--- config.mk ---
export PLATFORM = sky130hd
export DESIGN_NAME = cflog_flush_ctrl
export DESIGN_NICKNAME = d
export VERILOG_FILES = /design/src/rtl/cflog_flush_ctrl_pkg.sv /design/src/rtl/cflog_tx_serializer.sv /design/src/rtl/cflog_flush_ctrl.sv
export SDC_FILE = /design/constraint.sdc
export NUM_CORES = 1
export LEC_CHECK = 0
export BUFFER_PORTS_ARGS = -buffer_cell sky130_fd_sc_hd__buf_2
export CAP_MARGIN = 20
export CORE_MARGIN = 2
export CORE_UTILIZATION = 26
export DETAILED_ROUTE_END_ITERATION = 10
export PLACE_DENSITY = 0.56
export SYNTH_ARGS = -nofsm -noshare
export SYNTH_HDL_FRONTEND = slang
export SYNTH_HIERARCHICAL = 1
export SYNTH_SLANG_ARGS = --single-unit
--- constraint.sdc ---
create_clock -name mclk -period 3.2 [get_ports mclk]
set_input_delay 0.32 -clock mclk [delete_from_list [all_inputs] [get_ports mclk]]
set_output_delay 0.32 -clock mclk [all_outputs]
set_load 0.02 [all_outputs]
--- src/rtl/cflog_flush_ctrl_pkg.sv ---
// Shared types and constants for the control-flow log flush sequencer.
// Frame: HDR_BYTE, word count lo/hi, then every log word low byte first.
package cflog_flush_ctrl_pkg;

    typedef enum logic [2:0] {
        ST_IDLE,
        ST_HDR,
        ST_CNT_LO,
        ST_CNT_HI,
        ST_WORD_LO,
        ST_WORD_HI,
        ST_DONE
    } fl_state_e;

    localparam logic [7:0] HDR_BYTE_DEF = 8'hA5;
    localparam int         PTR_W        = 16;
    localparam int         WORDS_PER_EV = 2;

    function automatic logic [PTR_W-1:0] ptr_step(input logic [PTR_W-1:0] p);
        return p + PTR_W'(WORDS_PER_EV);
    endfunction

endpackage

--- src/rtl/cflog_tx_serializer.sv ---
// Splits a 16-bit word into two bytes, low byte first, over a
// valid/ready byte handshake. Accepts a new word only when idle.
module cflog_tx_serializer (
    input  logic        mclk,
    input  logic        reset_n,
    input  logic        w_valid,
    input  logic [15:0] w_data,
    output logic        w_ready,
    output logic [7:0]  tx_data,
    output logic        tx_valid,
    input  logic        tx_ready
);

    logic [15:0] hold;
    logic        busy;
    logic        hi;

    always_ff @(posedge mclk or negedge reset_n) begin
        if (!reset_n) begin
            hold <= '0;
            busy <= 1'b0;
            hi   <= 1'b0;
        end else if (busy) begin
            if (tx_ready) begin
                if (hi) begin
                    busy <= 1'b0;
                    hi   <= 1'b0;
                end else begin
                    hi <= 1'b1;
                end
            end
        end else if (w_valid) begin
            hold <= w_data;
            busy <= 1'b1;
            hi   <= 1'b0;
        end
    end

    assign w_ready  = ~busy;
    assign tx_valid = busy;
    assign tx_data  = !busy ? 8'h00 : (hi ? hold[15:8] : hold[7:0]);

endmodule

--- src/rtl/cflog_flush_ctrl.sv ---
// Control-flow log sequencer: logs jump events, detects full and
// streams the whole log to the byte transmitter before rewinding.
module cflog_flush_ctrl
    import cflog_flush_ctrl_pkg::*;
#(
    parameter int         ADDR_MSB  = 6,
    parameter int         LOG_WORDS = 128,
    parameter logic [7:0] HDR_BYTE  = HDR_BYTE_DEF
) (
    input  logic              mclk,
    input  logic              reset_n,
    input  logic              ev_valid,
    input  logic [15:0]       ev_src,
    input  logic [15:0]       ev_dest,
    output logic              ev_ready,
    input  logic              flush_req,
    output logic              cpu_hold,
    output logic [15:0]       cflow_logs_ptr_din,
    output logic [15:0]       cflow_src,
    output logic [15:0]       cflow_dest,
    output logic              cflow_hw_wen,
    output logic [ADDR_MSB:0] read_addr_hw,
    input  logic [15:0]       read_val_log,
    output logic [7:0]        tx_data,
    output logic              tx_valid,
    input  logic              tx_ready,
    output logic              flush_busy,
    output logic              flush_done
);

    localparam logic [15:0] LOG_LIM = 16'(LOG_WORDS);

    fl_state_e   state;
    logic [15:0] ptr;
    logic [15:0] idx;
    logic [15:0] idx_inc;
    logic        flush_pend;
    logic        armed;
    logic        is_idle;
    logic        ev_acc;
    logic        tx_fire;
    logic        ser_ld;
    logic        ser_ready;
    logic        ser_valid;
    logic [15:0] ser_word;
    logic [7:0]  ser_data;

    assign is_idle  = (state == ST_IDLE);
    // armed keeps ev_ready low while reset is held
    assign ev_ready = armed & is_idle & (ptr < LOG_LIM) & ~flush_pend;
    assign ev_acc   = ev_valid & ev_ready;
    assign cpu_hold = ~is_idle | (ptr == LOG_LIM) | flush_pend;

    assign flush_busy = ~is_idle;
    assign tx_valid   = (state == ST_HDR) | ser_valid;
    assign tx_data    = (state == ST_HDR) ? HDR_BYTE : ser_data;
    assign tx_fire    = tx_valid & tx_ready;

    assign ser_ld   = ser_ready &
                      ((state == ST_CNT_LO) | (state == ST_WORD_LO));
    assign ser_word = (state == ST_CNT_LO) ? ptr : read_val_log;
    assign idx_inc  = idx + 16'd1;

    cflog_tx_serializer u_ser (
        .mclk     (mclk),
        .reset_n  (reset_n),
        .w_valid  (ser_ld),
        .w_data   (ser_word),
        .w_ready  (ser_ready),
        .tx_data  (ser_data),
        .tx_valid (ser_valid),
        .tx_ready (tx_ready)
    );

    always_ff @(posedge mclk or negedge reset_n) begin
        if (!reset_n) begin
            state              <= ST_IDLE;
            ptr                <= '0;
            idx                <= '0;
            flush_pend         <= 1'b0;
            armed              <= 1'b0;
            cflow_logs_ptr_din <= '0;
            cflow_src          <= '0;
            cflow_dest         <= '0;
            cflow_hw_wen       <= 1'b0;
            read_addr_hw       <= '0;
            flush_done         <= 1'b0;
        end else begin
            armed        <= 1'b1;
            cflow_hw_wen <= ev_acc;
            flush_done   <= 1'b0;
            if (ev_acc) begin
                ptr                <= ptr_step(ptr);
                cflow_logs_ptr_din <= ptr_step(ptr);
                cflow_src          <= ev_src;
                cflow_dest         <= ev_dest;
            end
            unique case (state)
                ST_IDLE: begin
                    if (flush_req | (ptr == LOG_LIM))
                        flush_pend <= 1'b1;
                    // wait out the last write so memory holds every event
                    if (flush_pend & ~cflow_hw_wen)
                        state <= ST_HDR;
                end
                ST_HDR: begin
                    if (tx_fire)
                        state <= ST_CNT_LO;
                end
                ST_CNT_LO: begin
                    if (tx_fire)
                        state <= ST_CNT_HI;
                end
                ST_CNT_HI: begin
                    if (tx_fire) begin
                        idx          <= '0;
                        read_addr_hw <= '0;
                        if (ptr == 16'd0) begin
                            state      <= ST_DONE;
                            flush_done <= 1'b1;
                        end else begin
                            state <= ST_WORD_LO;
                        end
                    end
                end
                ST_WORD_LO: begin
                    if (ser_ld)
                        read_addr_hw <= '0;
                    if (tx_fire)
                        state <= ST_WORD_HI;
                end
                ST_WORD_HI: begin
                    if (tx_fire) begin
                        if (idx == ptr - 16'd1) begin
                            state      <= ST_DONE;
                            flush_done <= 1'b1;
                        end else begin
                            idx          <= idx_inc;
                            read_addr_hw <= idx_inc[ADDR_MSB:0];
                            state        <= ST_WORD_LO;
                        end
                    end
                end
                ST_DONE: begin
                    ptr                <= '0;
                    cflow_logs_ptr_din <= '0;
                    flush_pend         <= 1'b0;
                    state              <= ST_IDLE;
                end
                default: state <= ST_IDLE;
            endcase
        end
    end

endmodule
==> metrics.md, run 1 <==
| Metric | Value |
|---|---|
| Commonest non-fill, non-tap cell in the layout | `buf_2` |
| Sink Count | `95` |
| Via count | `3994` |
| Core footprint | `0.0195 mm²` |
| Outcome | `finished, final reports clean` |
| Switching share of total power | `0.317` |
| GRT Total Usage | `0.136` |
| Combinational cell fraction of total power | `0.281` |
| Register area share after synthesis | `0.462` |
| Max-cap viol count | `0` |
| Syn. warnings | `6` |
| RSZ-0062 raised after global routing | `false` |
| Relative slew margins | `0.612` |
| Worst-path clk slew | `60 ps` |
| # diodes | `0` |
| Int Power | `0.00240 W` |
| Overall die width | `145 µm` |
| # port buffers | `120` |
| Postcts setup bufs | `0` |
| Predominant post-synthesis flop cell | `dfrtp_1` |
| Reg2Reg Launch Point | `ptr[6]$_DFFE_PN0P_` |
| Overflow after GRT | `0` |
| Register bit total from synthesis | `95` |
| Min Hold Slack | `196 ps` |
| Hold endpoint | `cflow_src[15]$_DFFE_PN0P_` |
| Leakage | `3.25 nW` |
| CP required | `3470 ps` |
| Die area | `0.0209 mm²` |
| DR iter-0 viols | `216` |
| Initial antenna violation count | `0` |
| Clock skew | `6.38 ps` |
| Vias in the first global route | `4022` |
| TritonRoute pass-1 iters | `5` |
| Htree depth | `3` |
| Commonest non-fill, non-tap cells in the layout | `buf_2, dfrtp_1, mux2_2` |
| CTS buffer count | `9` |
| Async SR Flop Fraction | `1.00` |
| Mean Syn Cell Area | `10.9 µm²` |
| Design Area, Final | `0.00642 mm²` |
| First-pass GRT wire length | `21800 µm` |
| Row count | `51` |
| Adder-cell share of the synthesized area | `0.00730` |
| Met3 wire len | `714 µm` |
| NetSw | `0.00111 W` |
| Setup TNS | `0 ps` |
| Final WL | `13500 µm` |
| Hpwl dp | `10100 µm` |
| Clock power frac | `0.288` |
| Metal2 WL | `6360 µm` |
| Sequential share of power | `0.430` |
| Slew Viols, Final | `0` |
| Reg2Reg Setup Slack | `290 ps` |
| Mapped Nets | `529` |
| Largest net degree at the start of global routing | `54` |
| Worst-Margin Slew | `581 ps` |
| CTS tree | `yes` |
| IO Pins | `122` |
| Hold crit path type | `in2reg` |
| Startpoint types | `flip-flop` |
| Wl on met1 | `6260 µm` |
| Peak VDD IR | `0.214 mV` |
| Fraction of layout cells with a size suffix above 1 | `0.418` |
| Final nets | `657` |
| CP Capture Type | `flip-flop` |
| Post-synth EDFFs | `0` |
| Synthesized cell area | `0.00514 mm²` |
| Worst hold path startpoint | `ev_src[15]` |
| Post-Synth XOR/XNOR Area | `0.0443` |
| Dpl cell area | `0.00614 mm²` |
| Total power | `0.00352 W` |
| Worst reg2reg path depth | `9` |
| Power Dens Cells | `548 mW/mm²` |
| Final setup margin | `289 ps` |
| Area delta synth->final | `24.9%` |
| Die Y | `145 µm` |
| Minimum clock period after layout | `2910 ps` |
| Crit Path Class | `reg2reg` |
| Hold Path Cell Cnt | `2` |
| Routed vias/inst | `4.60` |
| Clk_lat worst skew | `350 ps` |
| Dpl ws | `301 ps` |
| Reg-to-reg endpoint | `idx[8]$_DFFE_PN0P_` |
| CP Data Arrival Time | `3180 ps` |
| Remaining DRCs | `0` |
| Fmax | `0.344 GHz` |
| Tcrit/Tclk final | `0.910` |
| Clock root buffer | `clkbuf_16` |
| Complex-gate fraction of the synthesized area | `0.106` |
| Placer congestion estimate | `0.782` |
| Synth Instances | `473` |
| Final setup vio count | `0` |
| ANT nets after route | `0` |
| Post-synth cell types | `62` |
| Worst-case clock buffer depth | `2` |
| Initial Utilization | `0.264` |
| Critical Path Fanout Max | `12` |
| Drt wl/cell | `15.6 µm` |
| Largest family of logic cells by synthesized area | `simple AND/OR/NAND/NOR gates` |
| Max layer used | `met4` |
| Fin. Hold Viols | `0` |
| Portion of netlist area occupied by mux cells | `0.167` |
| Simple-Gate Fraction of Synth Area | `0.177` |
[registers in the layout, summed over array words and instances, names as in the netlist]
| register | cells |
|---|---|
| cflow_dest | 16 |
| cflow_src | 16 |
| idx | 16 |
| u_ser/hold | 16 |
| ptr | 15 |
| read_addr_hw | 7 |
| state | 3 |
| armed | 1 |
| cflow_hw_wen | 1 |
| flush_done | 1 |
| flush_pend | 1 |
| u_ser/hi | 1 |
| u_ser/tx_valid | 1 |
[Yosys cell counts (2+ instances only)]
cell / instances / area [µm²]
dfrtp_1: 95 / 2380
mux2_2: 48 / 541
nor2_1: 34 / 128
nand2_1: 21 / 78.8
nand3_1: 20 / 100
o21ai_0: 20 / 100
clkbuf_1: 15 / 56.3
o21ai_2: 13 / 114
xnor2_1: 13 / 114
xor2_1: 13 / 114
and3_1: 12 / 75.1
a21oi_1: 11 / 55.1
and2_1: 11 / 68.8
mux2_4: 10 / 150
mux2i_1: 10 / 100
nor2b_1: 10 / 62.6
or2_2: 10 / 62.6
buf_2: 6 / 30.0
inv_1: 6 / 22.5
mux2_1: 6 / 67.6
nor3_1: 6 / 30.0
nor4_1: 6 / 37.5
or3_1: 6 / 37.5
a21o_1: 5 / 37.5
a31oi_1: 5 / 31.3
o31ai_1: 5 / 37.5
or4_1: 5 / 37.5
nand2b_1: 4 / 25.0
buf_1: 3 / 11.3
buf_6: 3 / 33.8
ha_1: 3 / 37.5
nand3b_1: 3 / 22.5
nand4_1: 3 / 18.8
a32oi_1: 2 / 17.5
and3b_1: 2 / 17.5
conb_1: 2 / 7.51
[through the flow]
stage,instances,utilization
4_1_cts,868,0.330
5_1_grt,868,0.330
3_3_place_gp,854,0.315
3_5_place_dp,854,0.315
2_1_floorplan,473,-
6_report,868,0.330
[cells by family (layout without fill, tap and decap cells)]
group                      after synthesis  after routing
other                                    2              2
xor gates and xnor gates                26             26
adders and majority gates                3              3
DFF                                     95             95
buffers and inverters                   35            165
muxes                                   74             74
and+or+nand+nor                        162            162
AOI/OAI and AO/OA                       76             76
[repair_timing]
item / 4_1_cts / 5_1_grt
endpoints found under the hold margin: 42 / 0
hold buffers: 1 / 0
gates resized for setup: 0 / 0
[power groups by stage]
stage,logic (W),registers (W),clock network [W]
5_1_grt,0.00111,0.00154,0.00110
4_1_cts,0.00100,0.00151,0.00105
3_5_place_dp,0.00100,0.00153,0
3_3_place_gp,0.000992,0.00153,0
2_1_floorplan,0.000756,0.00148,0
6_report,0.000990,0.00151,0.00101
[worst max path at each step]
stage | to | cells after the start | slack [ps] | start
floorplan | cflow_dest[10]$_DFFE_PN0P_ | 8 | 140 | ptr[9]$_DFFE_PN0P_
global placement | read_addr_hw[1]$_DFFE_PN0P_ | 11 | 330 | ptr[1]$_DFFE_PN0P_
detailed placement | read_addr_hw[1]$_DFFE_PN0P_ | 11 | 300 | ptr[1]$_DFFE_PN0P_
CTS | read_addr_hw[1]$_DFFE_PN0P_ | 11 | 290 | ptr[1]$_DFFE_PN0P_
global route | idx[7]$_DFFE_PN0P_ | 11 | 80 | ptr[1]$_DFFE_PN0P_
finish | idx[8]$_DFFE_PN0P_ | 9 | 290 | ptr[6]$_DFFE_PN0P_
[routing by layer]
layer	GRT usage	up-vias
li1	-	1939
met1	0.181	1946
met2	0.216	96
met3	0.0364	13
met4	0.0445	0
met5	0	-
[cell type report]
| type | count | area [µm²] |
|---|---|---|
| clock buffer | 12 | 267 |
| sequential | 95 | 2380 |
| inverter | 6 | 22.5 |
| fill | 1998 | 13000 |
| timing repair buffer | 146 | 826 |
| multi-input combinational | 343 | 2590 |
| clock inverter | 1 | 5.00 |
| tap | 265 | 332 |
[critical path: stages (launching register included)]
cell	delay, ps
dfrtp_1	380
or4_4	580
or4_1	510
a32oi_1	210
a21oi_1	120
nand4b_4	210
a21oi_4	390
buf_4	250
o21ai_0	100
o21ai_0	80
(Power assumes the default switching activity.)
==> run 2, diff against run 1 <==
- CORE_UTILIZATION: 26 -> 35
- PLACE_DENSITY: 0.56 -> 0.67
==> run 2 against run 1 <==
Non-clock buffer count fell by 7. Highest routed layer unchanged. Die area down 25%. Maximum frequency fell by 4.1%. Cell count shrank 9.8%. Core utilization increased by 11 points. Clock skew is 1.5 ps lower. Routed wire length decreased by 6.6%. Worst hold slack lost 190 ps.
==> metrics.md, run 2 (same netlist as run 1, synthesis figures left out) <==
| Metric | Value |
|---|---|
| Outcome | `finished, final reports clean` |
| Relative slew margins | `0.537` |
| Reg2Reg Setup Slack | `160 ps` |
| Largest net degree at the start of global routing | `53` |
| Final setup vio count | `0` |
| Core footprint | `0.0144 mm²` |
| Worst reg2reg path depth | `7` |
| Commonest non-fill, non-tap cell in the layout | `buf_2` |
| CP required | `3430 ps` |
| Dpl cell area | `0.00598 mm²` |
| Crit path max-delay family | `simple AND/OR/NAND/NOR gates` |
| Crit-path cells | `or4_4 -> or4_1 -> a32oi_1 -> a21oi_1 -> nand4b_4 -> a21oi_4 -> mux2_2` |
| Hold buffers post-CTS | `0` |
| Fin. Hold Viols | `0` |
| Minimum clock period after layout | `3040 ps` |
| Sink Count | `95` |
| Worst path max stage delay | `570 ps` |
| Clock root buffer | `clkbuf_16` |
| Max-cap viol count | `0` |
| Routed vias/inst | `5.18` |
| CP max-delay cell | `or4_4` |
| Area delta synth->final | `22.9%` |
| Vias in the first global route | `4301` |
| Tcrit/Tclk final | `0.948` |
| Final core occ | `0.438` |
| # diodes | `0` |
| Drt wl/cell | `16.2 µm` |
| First-pass GRT wire length | `21300 µm` |
| RSZ-0062 raised after global routing | `false` |
| Commonest non-fill, non-tap cells in the layout | `buf_2, dfrtp_1, mux2_2` |
| Die Y | `125 µm` |
| Overall die width | `125 µm` |
| Initial antenna violation count | `0` |
| Setup TNS | `0 ps` |
| Htree depth | `3` |
| Critical Path Fanout Max | `14` |
| Worst-Margin Slew | `694 ps` |
| ANT nets after route | `0` |
| Peak VDD IR | `0.327 mV` |
| CP Data Arrival Time | `3270 ps` |
| Crit Path Class | `reg2reg` |
| Reg2Reg Launch Point | `ptr[4]$_DFFE_PN0P_` |
| Worst-path clk slew | `70 ps` |
| Remaining DRCs | `0` |
| Placer congestion estimate | `0.874` |
| Hpwl dp | `9450 µm` |
| Min Hold Slack | `2.90 ps` |
| TritonRoute pass-1 iters | `4` |
| Die area | `0.0157 mm²` |
| IO Pins | `122` |
| Hold crit path type | `in2async` |
| # port buffers | `120` |
| Power Dens Cells | `589 mW/mm²` |
| Clk_lat worst skew | `340 ps` |
| Initial Utilization | `0.356` |
| Via count | `4056` |
| Startpoint types | `flip-flop` |
| Row count | `44` |
| CP Capture Type | `flip-flop` |
| Crit. Startpoint | `ptr[4]$_DFFE_PN0P_` |
| GRT Total Usage | `0.166` |
| CTS buffer count | `9` |
| Final nets | `650` |
| Overflow after GRT | `0` |
| DR iter-0 viols | `276` |
| Slew Viols, Final | `0` |
| Design Area, Final | `0.00632 mm²` |
| Clock skew | `4.90 ps` |
| Worst-case clock buffer depth | `2` |
| Reg-to-reg endpoint | `idx[1]$_DFFE_PN0P_` |
| CTS tree | `yes` |
| Leakage | `3.25 nW` |
| Final WL | `12600 µm` |
| Fmax | `0.329 GHz` |
| Worst path bufs/invs | `0` |
| Fraction of layout cells with a size suffix above 1 | `0.412` |
run 2: repair_timing:
action,4_1_cts,5_1_grt
setup endpoints to repair,0,2
buffers inserted,0,0
gates resized for setup,0,0
run 2: cell type report:
class,count,area [µm²]
fill,1373,8110
multi-input combinational,343,2590
sequential,95,2380
timing repair buffer,139,758
tap,184,230
clock buffer,9,225
clock inverter,7,118
inverter,6,22.5
run 2: metal layers:
layer | vias up | share of wire | GRT usage
li1 | 1923 | - | -
met1 | 1980 | 0.43 | 0.209
met2 | 138 | 0.48 | 0.278
met3 | 15 | 0.063 | 0.0398
met4 | 0 | 0.018 | 0.0569
met5 | - | 0 | 0
run 2: worst register-to-register path, stage by stage (launching register included):
cell and delay [ps]:
dfrtp_1 420, or4_4 570, or4_1 520, a32oi_1 220, a21oi_1 110, nand4b_4 280, a21oi_4 420, mux2_2 390
run 2: worst max path at each step:
stage / to / slack, ps / cells past startpoint
after floorplan: cflow_dest[10]$_DFFE_PN0P_ / 140 / 8
after global placement: idx[1]$_DFFE_PN0P_ / 230 / 7
after detailed placement: idx[1]$_DFFE_PN0P_ / 140 / 7
after CTS: idx[1]$_DFFE_PN0P_ / 140 / 7
after global routing: idx[4]$_DFFE_PN0P_ / 6 / 9
final: idx[1]$_DFFE_PN0P_ / 160 / 7
run 2: power by group:
group	total, W	leakage [nW]	internal [W]	switching [W]
combinational	0.000961	1.81	0.000453	0.000508
clock	0.00124	0.170	0.000767	0.000472
sequential	0.00152	1.27	0.00136	0.000166
total	0.00372	3.25	0.00258	0.00115
run 2: through the flow:
stage	std cells	total power [W]	setup slack, ps
CTS	783	0.00376	138
global route	783	0.00391	5.97
floorplan	473	0.00223	136
global placement	767	0.00248	227
detailed placement	767	0.00251	140
finish	783	0.00372	165
